`src/rtl/blit_cmd_issuer_pkg.sv`:
```
// Shared definitions for the blitter command issuer: register offsets,
// STATUS bit positions, issue FSM state type and the command word type.
package blit_pkg;

    // Register word offsets within the hwregs block
    localparam logic [2:0] BLIT_REG_W0       = 3'd0;
    localparam logic [2:0] BLIT_REG_W1       = 3'd1;
    localparam logic [2:0] BLIT_REG_W2       = 3'd2;
    localparam logic [2:0] BLIT_REG_W3       = 3'd3;
    localparam logic [2:0] BLIT_REG_STATUS   = 3'd4;
    localparam logic [2:0] BLIT_REG_CMDCOUNT = 3'd5;

    // STATUS register bit positions
    localparam int STAT_CREDITS_LSB = 0;
    localparam int STAT_PENDING_BIT = 8;
    localparam int STAT_REJECT_BIT  = 9;
    localparam int STAT_OVF_BIT     = 10;

    // Overflow flag position inside the blitter status word
    localparam int BLIT_STATUS_OVF_BIT = 1;

    typedef enum logic {
        BI_IDLE    = 1'b0,
        BI_PENDING = 1'b1
    } blit_issue_state_t;

    typedef logic [127:0] blit_cmd_t;

endpackage

```
`src/rtl/blit_cmd_issuer_if.sv`:
```
// Bundle of the CPU register bus, the command push port and the blitter
// feedback signals. The issuer uses the slave modport; the CPU/blitter side
// (or a bench) uses master. dbg_state exposes the issue FSM state.
interface blit_cmd_issuer_if;
    import blit_pkg::*;

    logic              hwregs_write;
    logic              hwregs_read;
    logic [2:0]        hwregs_addr;
    logic [31:0]       hwregs_wdata;
    logic [31:0]       hwregs_rdata;
    logic              hwregs_rdvalid;
    blit_cmd_t         blit_cmd;
    logic              blit_cmd_valid;
    logic [7:0]        blit_fifo_slots_free;
    logic [31:0]       blit_status;
    blit_issue_state_t dbg_state;

    modport slave (
        input  hwregs_write, hwregs_read, hwregs_addr, hwregs_wdata,
        input  blit_fifo_slots_free, blit_status,
        output hwregs_rdata, hwregs_rdvalid, blit_cmd, blit_cmd_valid, dbg_state
    );

    modport master (
        output hwregs_write, hwregs_read, hwregs_addr, hwregs_wdata,
        output blit_fifo_slots_free, blit_status,
        input  hwregs_rdata, hwregs_rdvalid, blit_cmd, blit_cmd_valid, dbg_state
    );

endinterface

```
`src/rtl/blit_cmd_issuer_credit_tracker.sv`:
```
// Credit tracker: the FIFO's free-slot count lags our pushes, so pushes that
// the count cannot yet reflect are subtracted. The window covers the push
// presented this cycle plus the previous FIFO_STATUS_LAT cycles, which keeps
// the estimate conservative. Result saturates at 0 and is capped at FIFO_DEPTH.
module blit_credit_tracker #(
    parameter int FIFO_DEPTH      = 16,
    parameter int FIFO_STATUS_LAT = 2
) (
    input  logic       clock,
    input  logic       reset,
    input  logic       push,
    input  logic [7:0] slots_free,
    output logic [7:0] credits
);
    localparam logic [7:0] DEPTH_8 = 8'(FIFO_DEPTH);

    logic [FIFO_STATUS_LAT-1:0] hist_q;
    logic [FIFO_STATUS_LAT-1:0] hist_d;
    logic [7:0]                 inflight;
    logic [7:0]                 avail;

    // Shift the push history by one cycle
    always_comb begin
        hist_d[0] = push;
        for (int i = 1; i < FIFO_STATUS_LAT; i++) begin
            hist_d[i] = hist_q[i-1];
        end
    end

    // Push history register
    always_ff @(posedge clock or negedge reset) begin
        if (!reset) begin
            hist_q <= '0;
        end else begin
            hist_q <= hist_d;
        end
    end

    // Count unreflected pushes and derive saturating, capped credits
    always_comb begin
        inflight = {7'd0, push};
        for (int i = 0; i < FIFO_STATUS_LAT; i++) begin
            inflight = inflight + {7'd0, hist_q[i]};
        end
        avail   = (slots_free > inflight) ? (slots_free - inflight) : 8'd0;
        credits = (avail > DEPTH_8) ? DEPTH_8 : avail;
    end

endmodule

```
`src/rtl/blit_cmd_issuer.sv`:
```
// Blitter command issuer: gathers W0..W3 register writes into a 128-bit
// command, pushes it to the blitter command FIFO when credits allow, and
// holds at most one command in a pending buffer when they do not.
// Optional feature: define BLIT_CMD_COUNT_EN to add the 32-bit push counter
// at offset 5; without it offset 5 reads 0.
module blit_cmd_issuer
    import blit_pkg::*;
#(
    parameter int FIFO_DEPTH      = 16,
    parameter int FIFO_STATUS_LAT = 2
) (
    input  logic              clock,
    input  logic              reset,
    blit_cmd_issuer_if.slave  bus
);
    logic [3:0][31:0]  stage_q, stage_d;
    blit_cmd_t         cmd_q, cmd_d;
    blit_cmd_t         pend_q, pend_d;
    logic              valid_q, valid_d;
    blit_issue_state_t state_q, state_d;
    logic              reject_q, reject_d;
    logic [31:0]       rdata_q, rdata_d;
    logic              rdvalid_q, rdvalid_d;
    logic [7:0]        credits;
    logic              wr_w3;
    logic              wr_status;
    logic              reject_set;
    blit_cmd_t         new_cmd;
    logic              unused_bits;
`ifdef BLIT_CMD_COUNT_EN
    logic [31:0]       count_q, count_d;
`endif

    assign wr_w3     = bus.hwregs_write && (bus.hwregs_addr == BLIT_REG_W3);
    assign wr_status = bus.hwregs_write && (bus.hwregs_addr == BLIT_REG_STATUS);
    // The W3 word being written completes the command in the same cycle
    assign new_cmd   = {bus.hwregs_wdata, stage_q[2], stage_q[1], stage_q[0]};
    assign unused_bits = ^{bus.blit_status[31:2], bus.blit_status[0]};

    blit_credit_tracker #(
        .FIFO_DEPTH      (FIFO_DEPTH),
        .FIFO_STATUS_LAT (FIFO_STATUS_LAT)
    ) u_credit (
        .clock      (clock),
        .reset      (reset),
        .push       (valid_q),
        .slots_free (bus.blit_fifo_slots_free),
        .credits    (credits)
    );

    // Next-state logic: staging, issue FSM, reject flag, counter, read mux
    always_comb begin
        stage_d    = stage_q;
        cmd_d      = cmd_q;
        pend_d     = pend_q;
        state_d    = state_q;
        valid_d    = 1'b0;
        rdvalid_d  = 1'b0;
        rdata_d    = '0;
        reject_set = 1'b0;

        if (bus.hwregs_write && !bus.hwregs_addr[2]) begin
            stage_d[bus.hwregs_addr[1:0]] = bus.hwregs_wdata;
        end

        case (state_q)
            BI_IDLE: begin
                if (wr_w3) begin
                    if (credits != 8'd0) begin
                        cmd_d   = new_cmd;
                        valid_d = 1'b1;
                    end else begin
                        pend_d  = new_cmd;
                        state_d = BI_PENDING;
                    end
                end
            end
            BI_PENDING: begin
                if (credits != 8'd0) begin
                    cmd_d   = pend_q;
                    valid_d = 1'b1;
                    state_d = BI_IDLE;
                end
                // Only one command can wait; a further W3 is dropped
                if (wr_w3) begin
                    reject_set = 1'b1;
                end
            end
            default: state_d = BI_IDLE;
        endcase

        // A new reject wins over a simultaneous write-1-clear
        if (reject_set) begin
            reject_d = 1'b1;
        end else if (wr_status && bus.hwregs_wdata[STAT_REJECT_BIT]) begin
            reject_d = 1'b0;
        end else begin
            reject_d = reject_q;
        end

`ifdef BLIT_CMD_COUNT_EN
        count_d = (bus.hwregs_write && (bus.hwregs_addr == BLIT_REG_CMDCOUNT)) ? 32'd0 : count_q;
        if (valid_q) begin
            count_d = count_d + 32'd1;
        end
`endif

        if (bus.hwregs_read) begin
            rdvalid_d = 1'b1;
            case (bus.hwregs_addr)
                BLIT_REG_W0, BLIT_REG_W1, BLIT_REG_W2, BLIT_REG_W3:
                    rdata_d = stage_q[bus.hwregs_addr[1:0]];
                BLIT_REG_STATUS: begin
                    rdata_d[STAT_CREDITS_LSB +: 8] = credits;
                    rdata_d[STAT_PENDING_BIT]      = (state_q == BI_PENDING);
                    rdata_d[STAT_REJECT_BIT]       = reject_q;
                    rdata_d[STAT_OVF_BIT]          = bus.blit_status[BLIT_STATUS_OVF_BIT];
                end
`ifdef BLIT_CMD_COUNT_EN
                BLIT_REG_CMDCOUNT: rdata_d = count_q;
`endif
                default: rdata_d = '0;
            endcase
        end
    end

    // State and registered outputs
    always_ff @(posedge clock or negedge reset) begin
        if (!reset) begin
            stage_q   <= '0;
            cmd_q     <= '0;
            pend_q    <= '0;
            valid_q   <= 1'b0;
            state_q   <= BI_IDLE;
            reject_q  <= 1'b0;
            rdata_q   <= '0;
            rdvalid_q <= 1'b0;
`ifdef BLIT_CMD_COUNT_EN
            count_q   <= '0;
`endif
        end else begin
            stage_q   <= stage_d;
            cmd_q     <= cmd_d;
            pend_q    <= pend_d;
            valid_q   <= valid_d;
            state_q   <= state_d;
            reject_q  <= reject_d;
            rdata_q   <= rdata_d;
            rdvalid_q <= rdvalid_d;
`ifdef BLIT_CMD_COUNT_EN
            count_q   <= count_d;
`endif
        end
    end

    assign bus.blit_cmd       = cmd_q;
    assign bus.blit_cmd_valid = valid_q;
    assign bus.hwregs_rdata   = rdata_q;
    assign bus.hwregs_rdvalid = rdvalid_q;
    assign bus.dbg_state      = state_q;

endmodule

```
`src/flat_wrapper.sv`:
```
// flat-port wrapper written by rule: the top's interface ports become plain ports
module blit_cmd_issuer_flat import blit_pkg::*;
#(
    parameter int FIFO_DEPTH      = 16,
    parameter int FIFO_STATUS_LAT = 2
)
  (clock, reset, bus_hwregs_write, bus_hwregs_read, bus_hwregs_addr, bus_hwregs_wdata, bus_blit_fifo_slots_free, bus_blit_status, bus_hwregs_rdata, bus_hwregs_rdvalid, bus_blit_cmd, bus_blit_cmd_valid, bus_dbg_state);
  blit_cmd_issuer_if bus_i ();
  input  logic clock;
  input  logic reset;
  input wire logic [$bits(bus_i.hwregs_write)-1:0] bus_hwregs_write;
  input wire logic [$bits(bus_i.hwregs_read)-1:0] bus_hwregs_read;
  input wire logic [$bits(bus_i.hwregs_addr)-1:0] bus_hwregs_addr;
  input wire logic [$bits(bus_i.hwregs_wdata)-1:0] bus_hwregs_wdata;
  input wire logic [$bits(bus_i.blit_fifo_slots_free)-1:0] bus_blit_fifo_slots_free;
  input wire logic [$bits(bus_i.blit_status)-1:0] bus_blit_status;
  output wire logic [$bits(bus_i.hwregs_rdata)-1:0] bus_hwregs_rdata;
  output wire logic [$bits(bus_i.hwregs_rdvalid)-1:0] bus_hwregs_rdvalid;
  output wire logic [$bits(bus_i.blit_cmd)-1:0] bus_blit_cmd;
  output wire logic [$bits(bus_i.blit_cmd_valid)-1:0] bus_blit_cmd_valid;
  output wire logic [$bits(bus_i.dbg_state)-1:0] bus_dbg_state;
  assign bus_i.hwregs_write = bus_hwregs_write;
  assign bus_i.hwregs_read = bus_hwregs_read;
  assign bus_i.hwregs_addr = bus_hwregs_addr;
  assign bus_i.hwregs_wdata = bus_hwregs_wdata;
  assign bus_i.blit_fifo_slots_free = bus_blit_fifo_slots_free;
  assign bus_i.blit_status = bus_blit_status;
  assign bus_hwregs_rdata = bus_i.hwregs_rdata;
  assign bus_hwregs_rdvalid = bus_i.hwregs_rdvalid;
  assign bus_blit_cmd = bus_i.blit_cmd;
  assign bus_blit_cmd_valid = bus_i.blit_cmd_valid;
  assign bus_dbg_state = bus_i.dbg_state;
  blit_cmd_issuer #(.FIFO_DEPTH(FIFO_DEPTH), .FIFO_STATUS_LAT(FIFO_STATUS_LAT)) u_core (.clock(clock), .reset(reset), .bus(bus_i));
endmodule
```
`config.mk`:
```
export PLATFORM = sky130hd
export DESIGN_NAME = blit_cmd_issuer_flat
export DESIGN_NICKNAME = d
export VERILOG_FILES = /design/src/rtl/blit_cmd_issuer_pkg.sv /design/src/rtl/blit_cmd_issuer_if.sv /design/src/rtl/blit_cmd_issuer_credit_tracker.sv /design/src/rtl/blit_cmd_issuer.sv /design/src/flat_wrapper.sv
export SDC_FILE = /design/constraint.sdc
export NUM_CORES = 1
export LEC_CHECK = 0
export ABC_AREA = 1
export ABC_CLOCK_PERIOD_IN_PS = 3250
export BUFFER_PORTS_ARGS = -buffer_cell sky130_fd_sc_hd__buf_2
export CAP_MARGIN = 20
export CELL_PAD_IN_SITES_DETAIL_PLACEMENT = 1
export CELL_PAD_IN_SITES_GLOBAL_PLACEMENT = 1
export CORE_UTILIZATION = 35
export DETAILED_ROUTE_END_ITERATION = 16
export PLACE_DENSITY_LB_ADDON = 0.15
export SETUP_SLACK_MARGIN = 0.15
export SYNTH_ARGS = -nofsm -noshare
export SYNTH_HDL_FRONTEND = slang
export SYNTH_HIERARCHICAL = 1
export SYNTH_SLANG_ARGS = --single-unit
```
`constraint.sdc`:
```
create_clock -name clock -period 3.25 [get_ports clock]
set_clock_uncertainty 0.2 [all_clocks]
set_input_delay 0.1625 -clock clock [delete_from_list [all_inputs] [get_ports clock]]
set_output_delay 0.1625 -clock clock [all_outputs]
set_load 0.01 [all_outputs]
```
==> flow_summary.yaml <==
setup_path:
  crit_path_frequent_cell: "nand2_2"
  cp_cell_sequence: "fa_1 -> ha_2 -> fa_2 -> inv_2 -> nand2_2 -> nand2_2 -> nand2_2 -> nand2_4 -> nand3_4 -> nand3_2 -> nand2_2 -> nand2_4 -> nor2_4 -> nor2_2 -> nand2_2 -> nor2_4 -> buf_12 -> nand2_8 -> buf_12 -> clkbuf_16 -> nand2_1 -> o21ai_2"
  startpoint: "u_core/bus.blit_cmd_valid$_DFF_PN0_"
  critPathBufInv: 4
  rr_startpoint: "u_core/bus.blit_cmd_valid$_DFF_PN0_"
  cp_top_family: "simple AND/OR/NAND/NOR gates"
  worstPathMaxFanout: 7
  crit_slowest_cell: "fa_1"
  endpoint_kind: "flop"
  worstPathArrival_ns: 4.00
  cp-start-kind: "flop"
  cp.required_ns: 3.51
  crit_type: "flop to flop"
  cpPeakStageDelay_ns: 0.49
clock_tree:
  cts_sinks: 422
  cts_max_level: 2
  cts_tree: "built"
  clockRootBuffer: "clkbuf_16"
  clkLatencyLatePin_ns: 0.58
  numCtsBuffers: 48
  clk_path_buf_depth: 3
  clkTransAtPathRegs_ns: 0.06
timing:
  tightestPinTransition_ns: 0.948
  relSlewSlack: 0.367
  min_period_over_period: 1.15
  finalHoldViolations: 0
  final.min_clock_period_ns: 3.73
  tns_ns: -110.00
  setup_ws_ns: -0.485
  rsz0062_at_grt: "yes"
  max_freq_mhz: 268
  finalMaxSlewViolations: 0
  finalSetupViolCount: 258
final_layout:
  layout_commonest_cell: "nand2_1"
  drive_gt1_frac: 0.209
  instances_no_fill: 3193
  design_area_um2: 23700
  layout_common_cells: "nand2_1, dfrtp_1, o21ai_0"
  area.growth.synth_to_final_pct: 28.6
  fin_nets: 2562
  fin_util: 0.458
global_route:
  grt_pass1_wl_mm: 98.1
  grt_start_max_net_pins: 96
  grt-ovfl-total: 0
  grt_pass1_vias: 16400
  grt_use_total: 0.239
  antenna_found_initial: 1
status:
  status: "finished with violations"
  violations: "setup timing"
synthesis:
  ys_seq_area_frac: 0.573
  ys_top_cells_by_area: "dfrtp_1, nand2_1, o21ai_0, nand3_1, inv_1"
  synth_edf_count: 0
  ys_seq_elements: 422
  syn_inst: 2194
  netlist_area_um2: 18400
  syn_area_per_cell_um2: 8.40
  synthFlopType: "dfrtp_1"
  yosysWarningCount: 6
  ys_types: 28
  async_reset_ff_frac: 1.00
  synth_top_area_frac: 0.573
  yosysTopAreaCell: "dfrtp_1"
die:
  fp.coreArea_um2: 51700
  rows: 83
  initial_utilization: 0.356
  ios: 242
  die_x_um: 231
  die_y_um: 231
  die-area_um2: 53600
placement:
  dp_hpwl_mm: 40.9
  dpl-instance-area_um2: 20500
  io_buffers: 210
  dp_cells: 3014
  place_congestion: 0.827
drt:
  drc_errors: 0
  wl_mm: 66.8
  ant_nets: 0
  wl_per_cell_um: 20.9
  drt_iter0_drc: 1230
  avgViaCountPerCell: 5.10
  first_pass_iters: 5
  vias: 16300
hold_path:
  hp-start: "bus_hwregs_write"
  hold_path.class: "input pin to flop"
pwr:
  power_density_nw_per_um2: 597
  power_mw: 14.1
  p_leak_nw: 12.2
  peakVddDrop_mv: 0.339
flow_run:
  maxCapViolCount: 0
[stage by stage]
stage               setup slack [ns]  hold slack [ns]
floorplan                   -0.00404           -0.333
global placement              -0.378          -0.0146
detailed placement            -0.473         -0.00227
CTS                           -0.404           0.0812
global route                  -0.621            0.152
finish                        -0.485           0.0996
[path summary, 6_finish.rpt]
check,depth (start not counted),to,slack (ns)
max in group asynchronous,5,u_core/new_cmd[83]$_DFFE_PN0P_,1.65
max reg2reg,22,u_core/pend_q[97]$_DFFE_PN0P_,-0.48
min,5,u_core/reject_q$_DFFE_PN0P_,0.1
max,22,u_core/pend_q[97]$_DFFE_PN0P_,-0.48
min in group asynchronous,3,u_core/pend_q[65]$_DFFE_PN0P_,0.41
min reg2reg,0,u_core/u_credit/hist_q[1]$_DFF_PN0_,0.24
[cells in the mapped netlist (4+ instances only)]
library cell and number:
a21oi_1 4, buf_2 62, buf_6 9, clkbuf_1 66, dfrtp_1 422, ha_1 6
inv_1 118, inv_2 5, nand2_1 867, nand2_2 6, nand3_1 176, nand4_1 9
nor2_1 59, nor2_2 4, o21ai_0 238, o21ai_1 59, o21ai_2 45, o22ai_1 21
[worst reg2reg max path, stage by stage (launching register included)]
cell and delay, ns:
dfrtp_2 0.43, fa_1 0.49, ha_2 0.21, fa_2 0.41
inv_2 0.07, nand2_2 0.05, nand2_2 0.07, nand2_2 0.07
nand2_4 0.12, nand3_4 0.09, nand3_2 0.08, nand2_2 0.07
nand2_4 0.12, nor2_4 0.05, nor2_2 0.11, nand2_2 0.09
nor2_4 0.18, buf_12 0.13, nand2_8 0.09, buf_12 0.21
clkbuf_16 0.17, nand2_1 0.08, o21ai_2 0.05
[cell families (layout without fill, tap and decap cells)]
family / count (synthesis) / count (layout) / synth area share
AND/OR/NAND/NOR: 1128 / 1129 / 0.247
flip-flops: 422 / 422 / 0.573
AO/OA/AOI/OAI: 367 / 367 / 0.110
buffers and inverters: 266 / 580 / 0.0626
adder cells (fa/ha/maj): 8 / 8 / 0.00624
XOR/XNOR: 2 / 2 / 0.000950
other: 1 / 5 / 0.000203
[power by group]
part | switching, mW | leakage (nW) | internal, mW
sequential | 0.506 | 5.55 | 5.97
combinational | 1.49 | 5.90 | 0.846
clock | 2.22 | 0.756 | 3.11
[cell type report]
cell class	count	area [um^2]
fillers	6091	28000
flip-flops and latches	422	10600
multi-input cells	1509	6990
repair buffers	370	3300
clock buffers	72	1390
well taps	680	851
inverters	124	470
clock inverters	14	131
diodes	2	5.00
[routing by layer]
layer  vias up  global-route usage  wire, um
met5         -                   0         0
met4         0              0.0611      1310
met3        83              0.0309      3180
met2       382               0.358     29700
met1      8225               0.361     32500
li1       7581                   -         -
[state kept, by name, indices dropped and copies added, names as in the netlist]
register,flops
u_core/bus.hwregs_rdvalid,1
u_core/reject_q,1
u_core/bus.blit_cmd,128
u_core/stage_q,32
u_core/pend_q,128
u_core/bus.hwregs_rdata,32
u_core/bus.blit_cmd_valid,1
u_core/new_cmd,96
u_core/bus.dbg_state,1
u_core/u_credit/hist_q,2
[timing repair]
action | CTS | global route
pin swaps | 3 | 13
setup buffers | 11 | 5
gates cloned | 9 | 21
endpoints found under the setup margin | 258 | 259
gates resized for setup | 40 | 60
hold buffers | 45 | 0
hold endpoints to repair | 583 | 0
(Power assumes the default switching activity.)
